**src/rtl/rw_pkg.sv**
```systemverilog
// Shared types and limits for the read/write/ready responder.
package rw_pkg;

  typedef enum logic [1:0] {
    IDLE,
    WAIT,
    RESP
  } state_t;

  typedef enum logic {
    OP_READ,
    OP_WRITE
  } op_t;

  localparam int unsigned MAX_WAIT = 7;
  localparam int unsigned CNT_W    = 3;

endpackage

```
**src/rtl/rw_regfile.sv**
```systemverilog
// Register file: synchronous write, synchronous clear-on-reset, combinational read.
module rw_regfile #(
  parameter int unsigned ADDR_W = 4,
  parameter int unsigned DATA_W = 8
) (
  input  logic              clock,
  input  logic              resetn,
  input  logic              i_we,
  input  logic [ADDR_W-1:0] i_waddr,
  input  logic [DATA_W-1:0] i_wdata,
  input  logic [ADDR_W-1:0] i_raddr,
  output logic [DATA_W-1:0] o_rdata_c
);

  localparam int unsigned DEPTH = 2 ** ADDR_W;

  logic [DATA_W-1:0] r_mem [DEPTH];

  always_ff @(posedge clock) begin
    if (!resetn) begin
      for (int unsigned i = 0; i < DEPTH; i++) begin
        r_mem[i] <= '0;
      end
    end else if (i_we) begin
      r_mem[i_waddr] <= i_wdata;
    end
  end

  assign o_rdata_c = r_mem[i_raddr];

endmodule

```
**src/rtl/rw_responder.sv**
```systemverilog
// Target side of the read/write/ready handshake: accepts a request in IDLE, waits WAIT
// cycles, then commits the access and pulses ready with read data on the same cycle.
module rw_responder #(
  parameter int unsigned ADDR_W = 4,
  parameter int unsigned DATA_W = 8,
  parameter int unsigned WAIT   = 1
) (
  input  logic              clock,
  input  logic              resetn,
  input  logic              read,
  input  logic              write,
  input  logic [ADDR_W-1:0] addr,
  input  logic [DATA_W-1:0] wdata,
  output logic              ready,
  output logic [DATA_W-1:0] rdata,
  output logic              error
);

  import rw_pkg::*;

  state_t            r_state;
  state_t            w_next_state;
  logic [CNT_W-1:0]  r_cnt;
  logic [CNT_W-1:0]  w_next_cnt;
  op_t               r_op;
  op_t               w_acc_op;
  logic [ADDR_W-1:0] r_addr;
  logic [ADDR_W-1:0] w_acc_addr;
  logic [DATA_W-1:0] r_wdata;
  logic [DATA_W-1:0] w_acc_wdata;
  logic [DATA_W-1:0] w_mem_rdata;
  logic              r_err_pend;
  logic              w_accept;
  logic              w_err_evt;
  logic              w_commit;
  logic              w_commit_wr;
  logic              w_load_rd;
  logic              w_next_error;
  logic              w_next_err_pend;

  // Next-state, access selection and output decode.
  always_comb begin
    w_next_state = r_state;
    w_next_cnt   = r_cnt;
    w_accept     = 1'b0;
    w_err_evt    = 1'b0;

    unique case (r_state)
      IDLE: begin
        if (read && write) begin
          w_err_evt = 1'b1;
        end else if (read || write) begin
          w_accept = 1'b1;
          if (WAIT == 0) begin
            w_next_state = RESP;
          end else begin
            w_next_state = rw_pkg::WAIT;
            w_next_cnt   = CNT_W'(WAIT - 1);
          end
        end
      end
      rw_pkg::WAIT: begin
        w_err_evt = read || write;
        if (r_cnt == '0) begin
          w_next_state = RESP;
        end else begin
          w_next_cnt = r_cnt - CNT_W'(1);
        end
      end
      RESP: begin
        w_err_evt    = read || write;
        w_next_state = IDLE;
      end
      default: begin
        w_next_state = IDLE;
      end
    endcase

    // With zero wait states the access commits on the acceptance edge, so use the live request.
    w_acc_op    = (r_state == IDLE) ? (write ? OP_WRITE : OP_READ) : r_op;
    w_acc_addr  = (r_state == IDLE) ? addr  : r_addr;
    w_acc_wdata = (r_state == IDLE) ? wdata : r_wdata;

    w_commit    = (w_next_state == RESP);
    w_commit_wr = w_commit && (w_acc_op == OP_WRITE);
    w_load_rd   = w_commit && (w_acc_op == OP_READ);

    // An error that would land on the ready cycle is deferred one cycle so the two never overlap.
    w_next_error    = (w_err_evt || r_err_pend) && !w_commit;
    w_next_err_pend = (w_err_evt || r_err_pend) && w_commit;
  end

  always_ff @(posedge clock) begin
    if (!resetn) begin
      r_state <= IDLE;
      r_cnt   <= '0;
    end else begin
      r_state <= w_next_state;
      r_cnt   <= w_next_cnt;
    end
  end

  always_ff @(posedge clock) begin
    if (!resetn) begin
      r_op       <= OP_READ;
      r_addr     <= '0;
      r_wdata    <= '0;
      r_err_pend <= 1'b0;
      ready      <= 1'b0;
      error      <= 1'b0;
      rdata      <= '0;
    end else begin
      if (w_accept) begin
        r_op    <= w_acc_op;
        r_addr  <= addr;
        r_wdata <= wdata;
      end
      r_err_pend <= w_next_err_pend;
      ready      <= w_commit;
      error      <= w_next_error;
      if (w_load_rd) begin
        rdata <= w_mem_rdata;
      end
    end
  end

  rw_regfile #(
    .ADDR_W(ADDR_W),
    .DATA_W(DATA_W)
  ) u_regfile (
    .clock    (clock),
    .resetn   (resetn),
    .i_we     (w_commit_wr),
    .i_waddr  (w_acc_addr),
    .i_wdata  (w_acc_wdata),
    .i_raddr  (w_acc_addr),
    .o_rdata_c(w_mem_rdata)
  );

endmodule

```
**config.mk**
```make
export PLATFORM = sky130hd
export DESIGN_NAME = rw_responder
export DESIGN_NICKNAME = d
export VERILOG_FILES = /design/src/rtl/rw_pkg.sv /design/src/rtl/rw_regfile.sv /design/src/rtl/rw_responder.sv
export SDC_FILE = /design/constraint.sdc
export NUM_CORES = 1
export LEC_CHECK = 0
export ABC_AREA = 0
export CAP_MARGIN = 20
export CORE_ASPECT_RATIO = 1.2
export CORE_MARGIN = 5
export CORE_UTILIZATION = 60
export DETAILED_ROUTE_END_ITERATION = 10
export PLACE_DENSITY = 0.81
export SLEW_MARGIN = 20
export SYNTH_ARGS = -nofsm -noshare
export SYNTH_HDL_FRONTEND = slang
export SYNTH_SLANG_ARGS = --single-unit
```
**constraint.sdc**
```tcl
create_clock -name clock -period 3.4 [get_ports clock]
set_input_delay 0.51 -clock clock [delete_from_list [all_inputs] [get_ports clock]]
set_output_delay 0.51 -clock clock [all_outputs]
set_load 0.03 [all_outputs]
```
Word-level counts from Yosys, hierarchy flattened

Memories as Yosys holds them, arrays and structs flattened. A register that Yosys moved wholly into a read port is not among the register bits.
Index checks and enable logic that the tools add are counted.

Register bits: 21
Bits in writable memories: 128
Input bits: 16
Output and inout bits: 10
Memories kept: 1

Add/subtract/negate cells: 1
Equality and inequality tests: 6
Mux-type cells: 24
Bitwise operators: 1
Reduce and logical (&&, ||, !) cells: 15

Memory list:

| name            | words | bits a word | read ports | clocked after Yosys merged registers in | wr ports | line             | text |
|---|---|---|---|---|---|---|---|
| u_regfile.r_mem | 16    | 8           | 1          | 1                                       | 16       | rw_regfile.sv:17 | `logic [DATA_W-1:0] r_mem [DEPTH];` |

Operator list:

| cell                                                | count |
|---|---|
| two-way mux 8 bit                                   | 2 |
| two-way mux 1 bit                                   | 11 |
| two-way mux 3 bit                                   | 3 |
| two-way mux 4 bit                                   | 2 |
| OR reduction 8 bit                                  | 1 |
| two-way mux 2 bit                                   | 3 |
| inequality test 2 bit, second input constant        | 3 |
| case mux 3 bit (2 select lines)                     | 1 |
| logical AND 1 bit                                   | 5 |
| equality test 2 bit, second input constant          | 2 |
| case mux 2 bit (2 select lines)                     | 1 |
| AND reduction 4 bit                                 | 1 |
| logical NOT 3 bit                                   | 1 |
| subtractor 3 x 1 -> 3 bit, second input constant    | 1 |
| equality test 2 x 1 -> 1 bit, second input constant | 1 |
| logical NOT 1 bit                                   | 2 |
| logical NOT 2 bit                                   | 1 |
| logical OR 1 bit                                    | 2 |
| case mux 1 bit (2 select lines)                     | 1 |
| nonzero test 2 bit                                  | 1 |
| OR reduction 2 bit                                  | 1 |
| NOT 1 bit                                           | 1 |

Longest topological paths before layout

Gate-level depths: netlist of run 1.

Word-level depth: 11
Mapped depth: 10
Gate-level depth less buffers: 7

Modules after synthesis

A second synthesis of run 1 with hierarchy kept.

Cell total of the unflattened synthesis: 536
Area, all modules: 7,322.0 µm²

By module, submodules not included:

| module       | times used | cells an instance | area an instance (µm²) | seq. area each (µm²) |
|---|---|---|---|---|
| rw_regfile   | 1          | 375               | 5,933.2                | 3,843.7 |
| rw_responder | 1          | 161               | 1,388.8                | 580.6 |

Least setup slack after synthesis of run 1

Ideal clock, no wire load.

Kind: reg2reg
Start: reg r_state[0]
End: mem u_regfile.r_mem[8][0], enable pin
Setup time: 0.330 ns
Data arrival time: 2.079 ns
Setup slack: 0.991 ns
Cell stages (with the launch flop): 9
Path buffers: 2
Cell sequence: dfxtp_1 inv_1 ha_1 buf_6 buf_2 o21ai_1 and2_1 nand4_1 nand2_1

RTL lines:

| what                     | line               | text |
|---|---|---|
| start: declaration       | rw_responder.sv:21 | `state_t r_state;` |
| start signal: assignment | rw_responder.sv:98 | `r_state <= w_next_state;` |
| end: declaration         | rw_regfile.sv:17   |  |

==> key figures, run 1 <==
Critical path
  • WP data arrival: 2.99 ns
  • Worst path required time: 3.49 ns
  • Critical Path Sink Type: flop
  • R2r setup slk: 0.50 ns
  • CP max FO: 36
  • Type of origin of the critical path: flop
  • Crit Path Class: flop to flop

GRT
  • Initial antenna violation count: 0
  • Congestion Overflow GR: 0
  • Vias in the first global route: 4894
  • Largest net degree at the start of global routing: 43
  • GR Util met3: 6.25%
  • M1 GR Usage: 33.1%
  • First-pass GRT wire length: 27600 µm
  • M2 GR Usage: 46.1%
  • GRT Max-Usage Layer: met2
  • GR Util All Layers: 27.4%

Synthesis
  • Post-Synthesis Cells: 540
  • Syn Area/Cell: 12.9 µm²
  • FF+latch count, synth: 157
  • Post-Syn Area: 0.00696 mm²
  • Sequential share of the synthesized area: 63.6%
  • Synth Net Count: 563
  • Yosys Warn Count: 0
  • Netlist cell types: 44

Power and ir drop
  • Comb power frac: 28.3%
  • Clk pwr share: 32.9%
  • VDD IR-drop max: 0.000386 V
  • Leakage: 2.94 nW
  • Total Power: 0.00591 W
  • Pwr/cell area: 731 mW/mm²
  • Sw Ratio: 31.5%
  • Cell-internal power: 0.00405 W
  • Psw: 0.00186 W
  • Sequential Power Share: 38.9%

Place
  • PortBufs: 25
  • Gpl congestion: 0.949
  • Dpl hpwl: 11300 µm

Detailed routing
  • Via density: 6.39
  • Final WL: 17700 µm
  • Detail Route Antenna Nets: 0
  • Via count: 4791
  • Pre-antenna DRT Iters: 8
  • 1st-iter DRT viols: 590
  • WL/cell: 23.6 µm
  • # DRC: 0

Hold path
  • Hold/Removal Path Class: flop to flop

Floorplanning
  • Core ar.: 0.0115 mm²
  • Die area: 0.0139 mm²
  • IO Pins: 26
  • Row Count: 43
  • Initial Util: 60.7%
  • Die Width: 108 µm
  • Die height: 128 µm

Timing
  • Minimum hold slack: 0.468 ns
  • Final setup fails: 0
  • Minimum clock period: 2.90 ns
  • Slew margin rel.: 55.8%
  • Final period util: 85.3%
  • Slew @ Worst Pin: 0.663 ns
  • Final Hold Fails: 0
  • Final Skew: 0.00860 ns
  • Setup_tns: 0 ns
  • RSZ-0062 raised after global routing: no
  • FMAX: 345 MHz
  • Final Max Tran Viols: 0

Clocking
  • CTS buffer count: 17
  • Worst-path clk slew: 0.06 ns
  • Post-CTS Setup Inserts: 0
  • Worst-skew pair later-pin latency: 0.42 ns
  • Clock Tree Root: clkbuf_16
  • Post_cts resized: 0
  • H-Tree Depth: 4
  • Max Root-Sink Buffers: 2
  • TritonCTS clock tree: built
  • Sinks on Clock Net: 157
  • Hold-fix buffers, CTS: 0

Finish
  • # diodes: 0
  • Area Overhead vs Synth: 16.1%
  • Multi-input logic area: 0.00235 mm²
  • Nets: 604
  • # fillers: 720
  • Layout cell share with drive strength beyond 1: 14.5%
  • Final design utilization: 70.5%
  • Sequential Area: 0.00442 mm²

Flow run
  • Max-cap violations: 0

Outcome
  • Status: finished clean
path summary, 6_finish.rpt:
check	start	to	cells past startpoint
hold reg to reg	r_wdata[0]$_SDFFE_PN0P_	r_wdata[0]$_SDFFE_PN0P_	2
setup reg to reg	r_state[1]$_SDFF_PN0_	u_regfile.r_mem[13][0]$_SDFFCE_PN0P_	6
setup / recovery	r_state[1]$_SDFF_PN0_	u_regfile.r_mem[13][0]$_SDFFCE_PN0P_	6
hold / removal	r_wdata[0]$_SDFFE_PN0P_	r_wdata[0]$_SDFFE_PN0P_	2
state kept, by name (all words and copies together), names as in the netlist:
register / flops
rdata: 8
r_wdata: 8
r_state: 2
r_err_pend: 1
u_regfile.r_mem: 128
ready: 1
r_cnt: 3
r_op: 1
error: 1
r_addr: 4
per-layer routing:
metal  up-vias  routed length, µm
met4         0                948
met3        71               1800
li1       2072                  -
met5         -                  0
met1      2323               5970
met2       325               9010
Yosys cell counts, drive strengths merged:
cell,instances,area share [%]
nand2,48,2.6
o22ai,1,0.090
o31ai,1,0.11
a2111oi,1,0.22
a31oi,8,0.72
nor3b,1,0.11
o21a,1,0.11
clkbuf,16,0.86
and2,8,0.72
and3,1,0.090
ha,7,1.3
a22oi,14,1.5
o41ai,1,0.13
mux2i,14,2.0
a21boi,15,1.6
nor2,138,7.4
or2,1,0.090
a21oi,3,0.22
nor3,3,0.22
a21o,1,0.11
buf,15,1.3
and3b,1,0.13
o21ai,16,1.2
nand4,16,1.4
nand2b,2,0.18
a221oi,1,0.13
nor2b,1,0.090
xnor2,1,0.13
xor2,1,0.13
mux2,3,0.54
edfxtp,128,55
mux4,30,10
nand3,1,0.072
or4,1,0.11
dfxtp,29,8.3
inv,8,0.43
nand3b,1,0.11
a211oi,2,0.22
cells by family after synthesis:
group           after synthesis  share of synthesized area, %
compound gates               65                          6.31
xor+xnor                      2                         0.252
fa+ha+maj                     7                          1.26
buf+inv                      39                          2.64
flops                       157                          63.6
mux                          47                          12.5
simple gates                223                          13.4
power by group through the flow:
stage | clock [W] | combinational, W | sequential [W]
2_1_floorplan | 0 | 0.00105 | 0.00236
3_3_place_gp | 0 | 0.00157 | 0.00232
3_5_place_dp | 0 | 0.00162 | 0.00233
4_1_cts | 0.00195 | 0.00166 | 0.00229
5_1_grt | 0.00205 | 0.00178 | 0.00230
6_report | 0.00194 | 0.00167 | 0.00230
layout make-up:
class,count,area share [%]
timing repair buffer,53,5.86
inverter,8,0.372
multi-input combinational,344,29.1
clock inverter,12,2.11
tap,157,2.43
clock buffer,19,5.36
sequential,157,54.8
cell usage in the layout (no fill, tap or decap), types with 2 or more instances in the layout:
| master | count |
|---|---|
| bufinv_16 | 4 |
| clkdlybuf4s50_1 | 25 |
| and2_1 | 8 |
| nand4_1 | 16 |
| clkbuf_16 | 17 |
| clkinv_2 | 3 |
| dfxtp_1 | 29 |
| a22oi_1 | 14 |
| a21boi_0 | 13 |
| mux2i_1 | 14 |
| buf_4 | 27 |
| nor2_1 | 138 |
| nand2b_1 | 2 |
| nor3_1 | 3 |
| mux4_2 | 25 |
| ha_1 | 7 |
| mux4_1 | 5 |
| a211oi_1 | 2 |
| o21ai_1 | 2 |
| o21ai_0 | 14 |
| clkinvlp_4 | 3 |
| clkbuf_1 | 2 |
| edfxtp_1 | 128 |
| mux2_2 | 2 |
| a21oi_1 | 3 |
| a21boi_1 | 2 |
| inv_1 | 8 |
| a31oi_1 | 8 |
| nand2_1 | 48 |
critical path, cell delays in order (launching register included):
cell and delay, ns:
dfxtp_1 0.34, inv_1 0.09, ha_1 0.44, mux2_4 0.69, and2_1 0.25, nand4_1 0.33, nand2_1 0.40
metrics by stage:
stage / cells / worst slack, ns / area (µm²)
global route: 750 / 0.269 / 8070
finish: 750 / 0.500 / 8070
global placement: 719 / 0.500 / 7470
detailed placement: 719 / 0.294 / 7470
floorplan: 540 / 0.991 / 6960
CTS: 750 / 0.484 / 8070
No activity file was read; power rests on OpenSTA's default activity.
==> run 2: changes to the inputs <==
--- a/config.mk
+++ b/config.mk
@@ -11,6 +11,7 @@
 export CORE_MARGIN = 5
 export CORE_UTILIZATION = 60
 export DETAILED_ROUTE_END_ITERATION = 10
+export GPL_ROUTABILITY_DRIVEN = 0
 export PLACE_DENSITY = 0.81
 export SLEW_MARGIN = 20
 export SYNTH_ARGS = -nofsm -noshare
==> results of run 2 <==
The final DEF is identical to that of run 1; final timing and power are the same.
